## src/rtl/opb_master_pkg.sv

```systemverilog
// Shared types and defaults for the OPB command master: FSM states,
// response status encodings and default parameter values.
package opb_master_pkg;

  typedef enum logic [1:0] {
    ST_IDLE = 2'd0,
    ST_REQ  = 2'd1,
    ST_XFER = 2'd2,
    ST_RESP = 2'd3
  } state_e;

  typedef enum logic [1:0] {
    RSP_OK              = 2'd0,
    RSP_ERR             = 2'd1,
    RSP_TIMEOUT         = 2'd2,
    RSP_RETRY_EXHAUSTED = 2'd3
  } rsp_status_e;

  localparam int unsigned C_TIMEOUT_DEFAULT   = 16;
  localparam int unsigned C_MAX_RETRY_DEFAULT = 3;

endpackage

```

## src/rtl/opb_cmd_master_if.sv

```systemverilog
// Command/response handshake plus OPB master-side bus bundle.
// The master modport is the opb_cmd_master view; slave is the environment view.
interface opb_cmd_master_if;
  import opb_master_pkg::*;

  logic        cmd_valid;
  logic        cmd_ready;
  logic [31:0] cmd_addr;
  logic [31:0] cmd_wdata;
  logic [3:0]  cmd_be;
  logic        cmd_rnw;

  logic        rsp_valid;
  logic [31:0] rsp_rdata;
  rsp_status_e rsp_status;

  logic        M_request;
  logic        M_select;
  logic        M_RNW;
  logic        M_seqAddr;
  logic        M_busLock;
  logic [0:31] M_ABus;
  logic [0:3]  M_BE;
  logic [0:31] M_DBus;

  logic        OPB_MGrant;
  logic        OPB_xferAck;
  logic        OPB_errAck;
  logic        OPB_retry;
  logic [0:31] OPB_DBus;

  modport master (
    input  cmd_valid, cmd_addr, cmd_wdata, cmd_be, cmd_rnw,
    output cmd_ready,
    output rsp_valid, rsp_rdata, rsp_status,
    output M_request, M_select, M_RNW, M_seqAddr, M_busLock, M_ABus, M_BE, M_DBus,
    input  OPB_MGrant, OPB_xferAck, OPB_errAck, OPB_retry, OPB_DBus
  );

  modport slave (
    output cmd_valid, cmd_addr, cmd_wdata, cmd_be, cmd_rnw,
    input  cmd_ready,
    input  rsp_valid, rsp_rdata, rsp_status,
    input  M_request, M_select, M_RNW, M_seqAddr, M_busLock, M_ABus, M_BE, M_DBus,
    output OPB_MGrant, OPB_xferAck, OPB_errAck, OPB_retry, OPB_DBus
  );

endinterface

```

## src/rtl/opb_watchdog.sv

```systemverilog
// Transfer watchdog: counts enabled cycles since the last clear and flags
// the C_TIMEOUT-th enabled cycle as expired.
module opb_watchdog
  import opb_master_pkg::*;
#(
  parameter int unsigned C_TIMEOUT = C_TIMEOUT_DEFAULT
) (
  input  logic clk,
  input  logic rst_n,
  input  logic clear,
  input  logic enable,
  output logic expired
);

  localparam int unsigned     CNT_W = $clog2(C_TIMEOUT);
  localparam logic [CNT_W-1:0] LAST = CNT_W'(C_TIMEOUT - 1);

  logic [CNT_W-1:0] cnt_q;
  logic [CNT_W-1:0] cnt_d;

  // Saturating count so a stuck enable cannot wrap back below LAST.
  always_comb begin
    cnt_d = cnt_q;
    if (clear) begin
      cnt_d = '0;
    end else if (enable && (cnt_q != LAST)) begin
      cnt_d = cnt_q + CNT_W'(1);
    end else begin
      cnt_d = cnt_q;
    end
  end

  always_ff @(posedge clk) begin
    if (!rst_n) begin
      cnt_q <= '0;
    end else begin
      cnt_q <= cnt_d;
    end
  end

  assign expired = enable && (cnt_q == LAST);

endmodule

```

## src/rtl/opb_cmd_master.sv

```systemverilog
// Single-outstanding OPB master turning command-port requests into bus transfers.
// Define OPB_CMD_MASTER_RETRY_EN to re-issue on OPB_retry up to C_MAX_RETRY times.
module opb_cmd_master
  import opb_master_pkg::*;
#(
  parameter int unsigned C_TIMEOUT   = C_TIMEOUT_DEFAULT,
  parameter int unsigned C_MAX_RETRY = C_MAX_RETRY_DEFAULT
) (
  input  logic             OPB_Clk,
  input  logic             OPB_Rst_n,
  opb_cmd_master_if.master bus
);

  if ((C_TIMEOUT < 2) || (C_MAX_RETRY < 1) || (C_MAX_RETRY > 15)) begin : g_param_check
    $error("opb_cmd_master: C_TIMEOUT must be >= 2 and C_MAX_RETRY within 1..15");
  end

  state_e      state_q, state_d;
  logic        grant_seen_q, grant_seen_d;
  logic [31:0] addr_q, addr_d;
  logic [31:0] wdata_q, wdata_d;
  logic [3:0]  be_q, be_d;
  logic        rnw_q, rnw_d;
  logic [31:0] rdata_q, rdata_d;
  rsp_status_e status_q, status_d;
  logic        accept;
  logic        retry_reissue;
  logic        wd_expired;

  assign accept = (state_q == ST_IDLE) && bus.cmd_valid;

`ifdef OPB_CMD_MASTER_RETRY_EN
  logic [3:0] retry_cnt_q, retry_cnt_d;

  assign retry_reissue = (retry_cnt_q != 4'(C_MAX_RETRY));

  always_comb begin
    retry_cnt_d = retry_cnt_q;
    if (accept) begin
      retry_cnt_d = 4'd0;
    end else if ((state_q == ST_XFER) && bus.OPB_retry && retry_reissue) begin
      retry_cnt_d = retry_cnt_q + 4'd1;
    end else begin
      retry_cnt_d = retry_cnt_q;
    end
  end

  always_ff @(posedge OPB_Clk) begin
    if (!OPB_Rst_n) begin
      retry_cnt_q <= 4'd0;
    end else begin
      retry_cnt_q <= retry_cnt_d;
    end
  end
`else
  assign retry_reissue = 1'b0;
`endif

  opb_watchdog #(
    .C_TIMEOUT (C_TIMEOUT)
  ) u_watchdog (
    .clk     (OPB_Clk),
    .rst_n   (OPB_Rst_n),
    .clear   (state_q != ST_XFER),
    .enable  (state_q == ST_XFER),
    .expired (wd_expired)
  );

  always_ff @(posedge OPB_Clk) begin
    if (!OPB_Rst_n) begin
      state_q <= ST_IDLE;
    end else begin
      state_q <= state_d;
    end
  end

  // Slave response priority in XFER: retry, then errAck, then xferAck, then timeout.
  always_comb begin
    state_d = state_q;
    case (state_q)
      ST_IDLE: state_d = bus.cmd_valid ? ST_REQ : ST_IDLE;
      ST_REQ:  state_d = grant_seen_q ? ST_XFER : ST_REQ;
      ST_XFER: begin
        if (bus.OPB_retry) begin
          state_d = retry_reissue ? ST_REQ : ST_RESP;
        end else if (bus.OPB_errAck || bus.OPB_xferAck || wd_expired) begin
          state_d = ST_RESP;
        end else begin
          state_d = ST_XFER;
        end
      end
      ST_RESP: state_d = ST_IDLE;
      default: state_d = ST_IDLE;
    endcase
  end

  // Command latch, grant tracking and completion result capture.
  always_comb begin
    addr_d       = addr_q;
    wdata_d      = wdata_q;
    be_d         = be_q;
    rnw_d        = rnw_q;
    rdata_d      = rdata_q;
    status_d     = status_q;
    grant_seen_d = (state_q == ST_REQ) && (grant_seen_q || bus.OPB_MGrant);
    if (accept) begin
      addr_d  = bus.cmd_addr;
      wdata_d = bus.cmd_wdata;
      be_d    = bus.cmd_be;
      rnw_d   = bus.cmd_rnw;
    end else if (state_q == ST_XFER) begin
      if (bus.OPB_retry) begin
        if (!retry_reissue) begin
          status_d = RSP_RETRY_EXHAUSTED;
          rdata_d  = 32'h0000_0000;
        end else begin
          status_d = status_q;
        end
      end else if (bus.OPB_errAck) begin
        status_d = RSP_ERR;
        rdata_d  = 32'h0000_0000;
      end else if (bus.OPB_xferAck) begin
        status_d = RSP_OK;
        rdata_d  = rnw_q ? bus.OPB_DBus : 32'h0000_0000;
      end else if (wd_expired) begin
        status_d = RSP_TIMEOUT;
        rdata_d  = 32'h0000_0000;
      end else begin
        status_d = status_q;
      end
    end else begin
      status_d = status_q;
    end
  end

  always_ff @(posedge OPB_Clk) begin
    if (!OPB_Rst_n) begin
      grant_seen_q <= 1'b0;
      addr_q       <= 32'h0000_0000;
      wdata_q      <= 32'h0000_0000;
      be_q         <= 4'h0;
      rnw_q        <= 1'b0;
      rdata_q      <= 32'h0000_0000;
      status_q     <= RSP_OK;
    end else begin
      grant_seen_q <= grant_seen_d;
      addr_q       <= addr_d;
      wdata_q      <= wdata_d;
      be_q         <= be_d;
      rnw_q        <= rnw_d;
      rdata_q      <= rdata_d;
      status_q     <= status_d;
    end
  end

  // Bus outputs stay zero outside XFER so they can be ORed onto the shared OPB.
  always_comb begin
    bus.cmd_ready  = (state_q == ST_IDLE) && OPB_Rst_n;
    bus.M_request  = (state_q == ST_REQ) && !grant_seen_q && !bus.OPB_MGrant;
    bus.M_seqAddr  = 1'b0;
    bus.M_busLock  = 1'b0;
    bus.M_select   = 1'b0;
    bus.M_RNW      = 1'b0;
    bus.M_ABus     = 32'h0000_0000;
    bus.M_BE       = 4'h0;
    bus.M_DBus     = 32'h0000_0000;
    bus.rsp_valid  = (state_q == ST_RESP);
    bus.rsp_rdata  = rdata_q;
    bus.rsp_status = status_q;
    if (state_q == ST_XFER) begin
      bus.M_select = 1'b1;
      bus.M_RNW    = rnw_q;
      bus.M_ABus   = addr_q;
      bus.M_BE     = be_q;
      bus.M_DBus   = rnw_q ? 32'h0000_0000 : wdata_q;
    end else begin
      bus.M_select = 1'b0;
    end
  end

endmodule

```

## src/flat_wrapper.sv

```systemverilog
// flat-port wrapper written by rule: the top's interface ports become plain ports
module opb_cmd_master_flat import opb_master_pkg::*;
#(
  parameter int unsigned C_TIMEOUT   = C_TIMEOUT_DEFAULT,
  parameter int unsigned C_MAX_RETRY = C_MAX_RETRY_DEFAULT
)
  (OPB_Clk, OPB_Rst_n, bus_cmd_valid, bus_cmd_addr, bus_cmd_wdata, bus_cmd_be, bus_cmd_rnw, bus_cmd_ready, bus_rsp_valid, bus_rsp_rdata, bus_rsp_status, bus_M_request, bus_M_select, bus_M_RNW, bus_M_seqAddr, bus_M_busLock, bus_M_ABus, bus_M_BE, bus_M_DBus, bus_OPB_MGrant, bus_OPB_xferAck, bus_OPB_errAck, bus_OPB_retry, bus_OPB_DBus);
  opb_cmd_master_if bus_i ();
  input  logic OPB_Clk;
  input  logic OPB_Rst_n;
  input wire logic [$bits(bus_i.cmd_valid)-1:0] bus_cmd_valid;
  input wire logic [$bits(bus_i.cmd_addr)-1:0] bus_cmd_addr;
  input wire logic [$bits(bus_i.cmd_wdata)-1:0] bus_cmd_wdata;
  input wire logic [$bits(bus_i.cmd_be)-1:0] bus_cmd_be;
  input wire logic [$bits(bus_i.cmd_rnw)-1:0] bus_cmd_rnw;
  output wire logic [$bits(bus_i.cmd_ready)-1:0] bus_cmd_ready;
  output wire logic [$bits(bus_i.rsp_valid)-1:0] bus_rsp_valid;
  output wire logic [$bits(bus_i.rsp_rdata)-1:0] bus_rsp_rdata;
  output wire logic [$bits(bus_i.rsp_status)-1:0] bus_rsp_status;
  output wire logic [$bits(bus_i.M_request)-1:0] bus_M_request;
  output wire logic [$bits(bus_i.M_select)-1:0] bus_M_select;
  output wire logic [$bits(bus_i.M_RNW)-1:0] bus_M_RNW;
  output wire logic [$bits(bus_i.M_seqAddr)-1:0] bus_M_seqAddr;
  output wire logic [$bits(bus_i.M_busLock)-1:0] bus_M_busLock;
  output wire logic [$bits(bus_i.M_ABus)-1:0] bus_M_ABus;
  output wire logic [$bits(bus_i.M_BE)-1:0] bus_M_BE;
  output wire logic [$bits(bus_i.M_DBus)-1:0] bus_M_DBus;
  input wire logic [$bits(bus_i.OPB_MGrant)-1:0] bus_OPB_MGrant;
  input wire logic [$bits(bus_i.OPB_xferAck)-1:0] bus_OPB_xferAck;
  input wire logic [$bits(bus_i.OPB_errAck)-1:0] bus_OPB_errAck;
  input wire logic [$bits(bus_i.OPB_retry)-1:0] bus_OPB_retry;
  input wire logic [$bits(bus_i.OPB_DBus)-1:0] bus_OPB_DBus;
  assign bus_i.cmd_valid = bus_cmd_valid;
  assign bus_i.cmd_addr = bus_cmd_addr;
  assign bus_i.cmd_wdata = bus_cmd_wdata;
  assign bus_i.cmd_be = bus_cmd_be;
  assign bus_i.cmd_rnw = bus_cmd_rnw;
  assign bus_cmd_ready = bus_i.cmd_ready;
  assign bus_rsp_valid = bus_i.rsp_valid;
  assign bus_rsp_rdata = bus_i.rsp_rdata;
  assign bus_rsp_status = bus_i.rsp_status;
  assign bus_M_request = bus_i.M_request;
  assign bus_M_select = bus_i.M_select;
  assign bus_M_RNW = bus_i.M_RNW;
  assign bus_M_seqAddr = bus_i.M_seqAddr;
  assign bus_M_busLock = bus_i.M_busLock;
  assign bus_M_ABus = bus_i.M_ABus;
  assign bus_M_BE = bus_i.M_BE;
  assign bus_M_DBus = bus_i.M_DBus;
  assign bus_i.OPB_MGrant = bus_OPB_MGrant;
  assign bus_i.OPB_xferAck = bus_OPB_xferAck;
  assign bus_i.OPB_errAck = bus_OPB_errAck;
  assign bus_i.OPB_retry = bus_OPB_retry;
  assign bus_i.OPB_DBus = bus_OPB_DBus;
  opb_cmd_master #(.C_TIMEOUT(C_TIMEOUT), .C_MAX_RETRY(C_MAX_RETRY)) u_core (.OPB_Clk(OPB_Clk), .OPB_Rst_n(OPB_Rst_n), .bus(bus_i));
endmodule
```

## config.mk

```make
export PLATFORM = sky130hd
export DESIGN_NAME = opb_cmd_master_flat
export DESIGN_NICKNAME = d
export VERILOG_FILES = /design/src/rtl/opb_master_pkg.sv /design/src/rtl/opb_cmd_master_if.sv /design/src/rtl/opb_watchdog.sv /design/src/rtl/opb_cmd_master.sv /design/src/flat_wrapper.sv
export SDC_FILE = /design/constraint.sdc
export NUM_CORES = 1
export LEC_CHECK = 0
export CORE_UTILIZATION = 24
export DETAILED_ROUTE_END_ITERATION = 6
export PLACE_DENSITY_LB_ADDON = 0.25
export SLEW_MARGIN = 40
export SYNTH_ARGS = -nofsm -noshare
export SYNTH_HDL_FRONTEND = slang
export SYNTH_HIERARCHICAL = 1
export SYNTH_SLANG_ARGS = --single-unit
```

## constraint.sdc

```tcl
create_clock -name OPB_Clk -period 2.95 [get_ports OPB_Clk]
set_input_delay 0.59 -clock OPB_Clk [delete_from_list [all_inputs] [get_ports OPB_Clk]]
set_output_delay 0.59 -clock OPB_Clk [all_outputs]
set_load 0.05 [all_outputs]
```

==> metrics.md <==
| Metric | Value |
|---|---|
| Peak VDD IR | `0.252 mV` |
| Total Wirelength | `15,200 um` |
| RSZ-0062 raised after global routing | `false` |
| Critical Path Sink Type | `primary output` |
| Syn Inst Count | `577` |
| Top post-synthesis cells by area | `dfxtp_1 43%, nand2_1 13%, a21boi_0 8.9%` |
| Mean Syn Cell Area | `8.80 sq um` |
| DR vias/cell | `4.30` |
| CTS tree | `built` |
| Final hold violations | `0` |
| Largest area contributor in the netlist | `dfxtp_1` |
| Resize count post-CTS | `0` |
| Depth of the CTS H-tree | `3` |
| Total grt overflow | `0` |
| Ant diodes | `0` |
| Peak Freq | `0.390 GHz` |
| FF+latch area | `0.00220 sq mm` |
| PortBufs | `214` |
| Vias in the first global route | `4,135` |
| Period utilization | `0.868` |
| Max-cap violations | `0` |
| Synthesized flop and latch total | `110` |
| Worst-path clk slew | `0.07 ns` |
| Router iterations before antenna repair | `4` |
| Postcts setup bufs | `0` |
| Main synth FF type | `dfxtp_1` |
| Full die area | `0.0217 sq mm` |
| Total number of vias | `4,467` |
| Iteration-0 DRC Markers | `200` |
| Initial antenna violation count | `0` |
| Critical Path AT | `1.97 ns` |
| Worst-Margin Slew | `0.683 ns` |
| Top cells by count, synth | `170 x nand2_1, 110 x dfxtp_1, 71 x and2_1` |
| Number of primary I/O pins | `217` |
| Clock skew | `0.00746 ns` |
| Overall Power | `3.15 mW` |
| WS Path Type | `flip-flop to primary output` |
| Synth top area share | `0.434` |
| Std-Cell Rows | `52` |
| CP required | `2.36 ns` |
| Longest Clk Path Bufs | `2` |
| Seq/Total Area, Yosys | `0.434` |
| Synth Cell Area | `0.00507 sq mm` |
| Largest net degree at the start of global routing | `70` |
| Count of pins over their slew limit | `0` |
| CTS root buf | `clkbuf_16` |
| Core box area | `0.0205 sq mm` |
| Residual DRC | `0` |
| Total CTS buffers | `9` |
| Synthesis-to-finish area growth | `64.6%` |
| Hold_buf cts | `0` |
| Filler cell count | `2,068` |
| DPL Wire Length | `10,100 um` |
| Number of flops mapped to enable cells by yosys | `0` |
| Sink Count | `110` |
| CP max FO | `48` |
| Die Ht | `147 um` |
| DIE WIDTH | `147 um` |
| Worst min path class | `flip-flop to flip-flop` |
| Placer Congestion | `0.672` |
| Initial Util | `0.248` |
| Multi-input gate area | `0.00257 sq mm` |
| Setup crit start kind | `flip-flop` |
| Setup-failing EPs final | `0` |
| Yosys cell types | `40` |
| Slew headroom | `0.545` |
| P per Cell Area | `377 mW/mm^2` |
| # nets final | `872` |
| Leak | `2.96 nW` |
| Avg WL per Cell | `14.7 um` |
| Outcome | `complete, no violations` |
| Synth Warn # | `6` |
| Post-synth ARST share | `0` |
| Clock Latency Late Sink | `0.35 ns` |
| Post-route minimum period | `2.56 ns` |
| First-pass GRT wire length | `23,700 um` |
| Setup TNS | `0 ns` |
| Layout cell share with drive strength beyond 1 | `0.217` |
| Post-route antenna net violation count | `0` |
| Most frequent cell after synthesis | `nand2_1` |
| GRT Util Overall | `0.141` |
## final cells by class
cell class,count,area share
Timing Repair Buffer,224,0.353
Multi-Input combinational cell,414,0.308
Sequential cell,110,0.264
Tap cell,270,0.0404
Clock buffer,11,0.0291
Clock inverter,5,0.00419
Inverter,4,0.00180
## routing by layer
metal	track usage	wire length, um
met1	0.187	6930
met2	0.215	6910
met3	0.0549	1280
met4	0.0294	111
met5	0	0
## path summary, 6_finish.rpt
path                                                      start                                   end  slack (ns)  cells after the start
worst max-delay path                                  flip-flop                        bus_M_ABus[24]        0.39                      5
worst min-delay path            u_core/wdata_q[23]$_SDFFE_PN0P_       u_core/wdata_q[23]$_SDFFE_PN0P_        0.45                      2
worst max register to register     u_core/state_q[0]$_SDFF_PN0_  u_core/bus.rsp_rdata[0]$_SDFFE_PN0P_        0.73                      6
worst min register to register  u_core/wdata_q[23]$_SDFFE_PN0P_       u_core/wdata_q[23]$_SDFFE_PN0P_        0.45                      2
## cells by family (layout without fill, tap and decap cells)
logic type	after synthesis	in the layout	synth area share
compound gates	117	117	0.198
fa+ha+maj	1	1	0.00247
buf+inv	54	244	0.0609
flops	110	110	0.434
other cells	1	2	0.000739
simple gates	294	294	0.304
## placed cells by master (no fill, tap or decap), types with 2 or more instances in the layout
cell / n
conb_1: 2
a21boi_1: 10
buf_4: 10
inv_1: 3
clkinv_4: 2
buf_12: 73
o21ai_0: 7
nor3_1: 3
and2_1: 71
nor2_1: 3
a21boi_0: 60
nand3_2: 30
nand2_1: 170
clkinv_2: 2
dfxtp_1: 110
o22ai_1: 3
a21oi_1: 3
clkbuf_16: 9
o22ai_2: 29
nand4_1: 2
clkdlybuf4s50_1: 141
nand2b_1: 3
nand3_1: 2
## per-stage QoR
stage	hold WS, ns	instances	area (sq um)	worst slack [ns]	utilization
3_3_place_gp	0.438	1022	8080	0.622	0.394
2_1_floorplan	0.430	578	5080	0.264	-
5_1_grt	0.477	1038	8350	0.201	0.408
4_1_cts	0.453	1038	8350	0.323	0.408
3_5_place_dp	0.442	1022	8080	0.613	0.394
6_report	0.449	1038	8350	0.388	0.408
## power by group
part	switching [mW]	leakage [nW]	internal (mW)
Combinational	0.194	1.93	0.209
Sequential	0.0276	0.897	1.55
Clock	0.574	0.135	0.598
Total	0.795	2.96	2.35
## flip-flops by register name, indices dropped and copies added, names as in the netlist, named ones only
register and cells:
u_core/wdata_q 32, u_core/grant_seen_q 1, u_core/bus.rsp_status 2, u_core/bus.rsp_rdata 32, u_core/u_watchdog/cnt_q 4, u_core/rnw_q 1, u_core/state_q 1, u_core/be_q 4
u_core/addr_q 32
## worst max-delay path, cell delays in order, from the launching register on
cell and delay, ns:
dfxtp_1 0.45, nand2b_1 0.24, inv_2 0.10, buf_4 0.42, and2_1 0.27, buf_12 0.15
(Power assumes the default switching activity.)
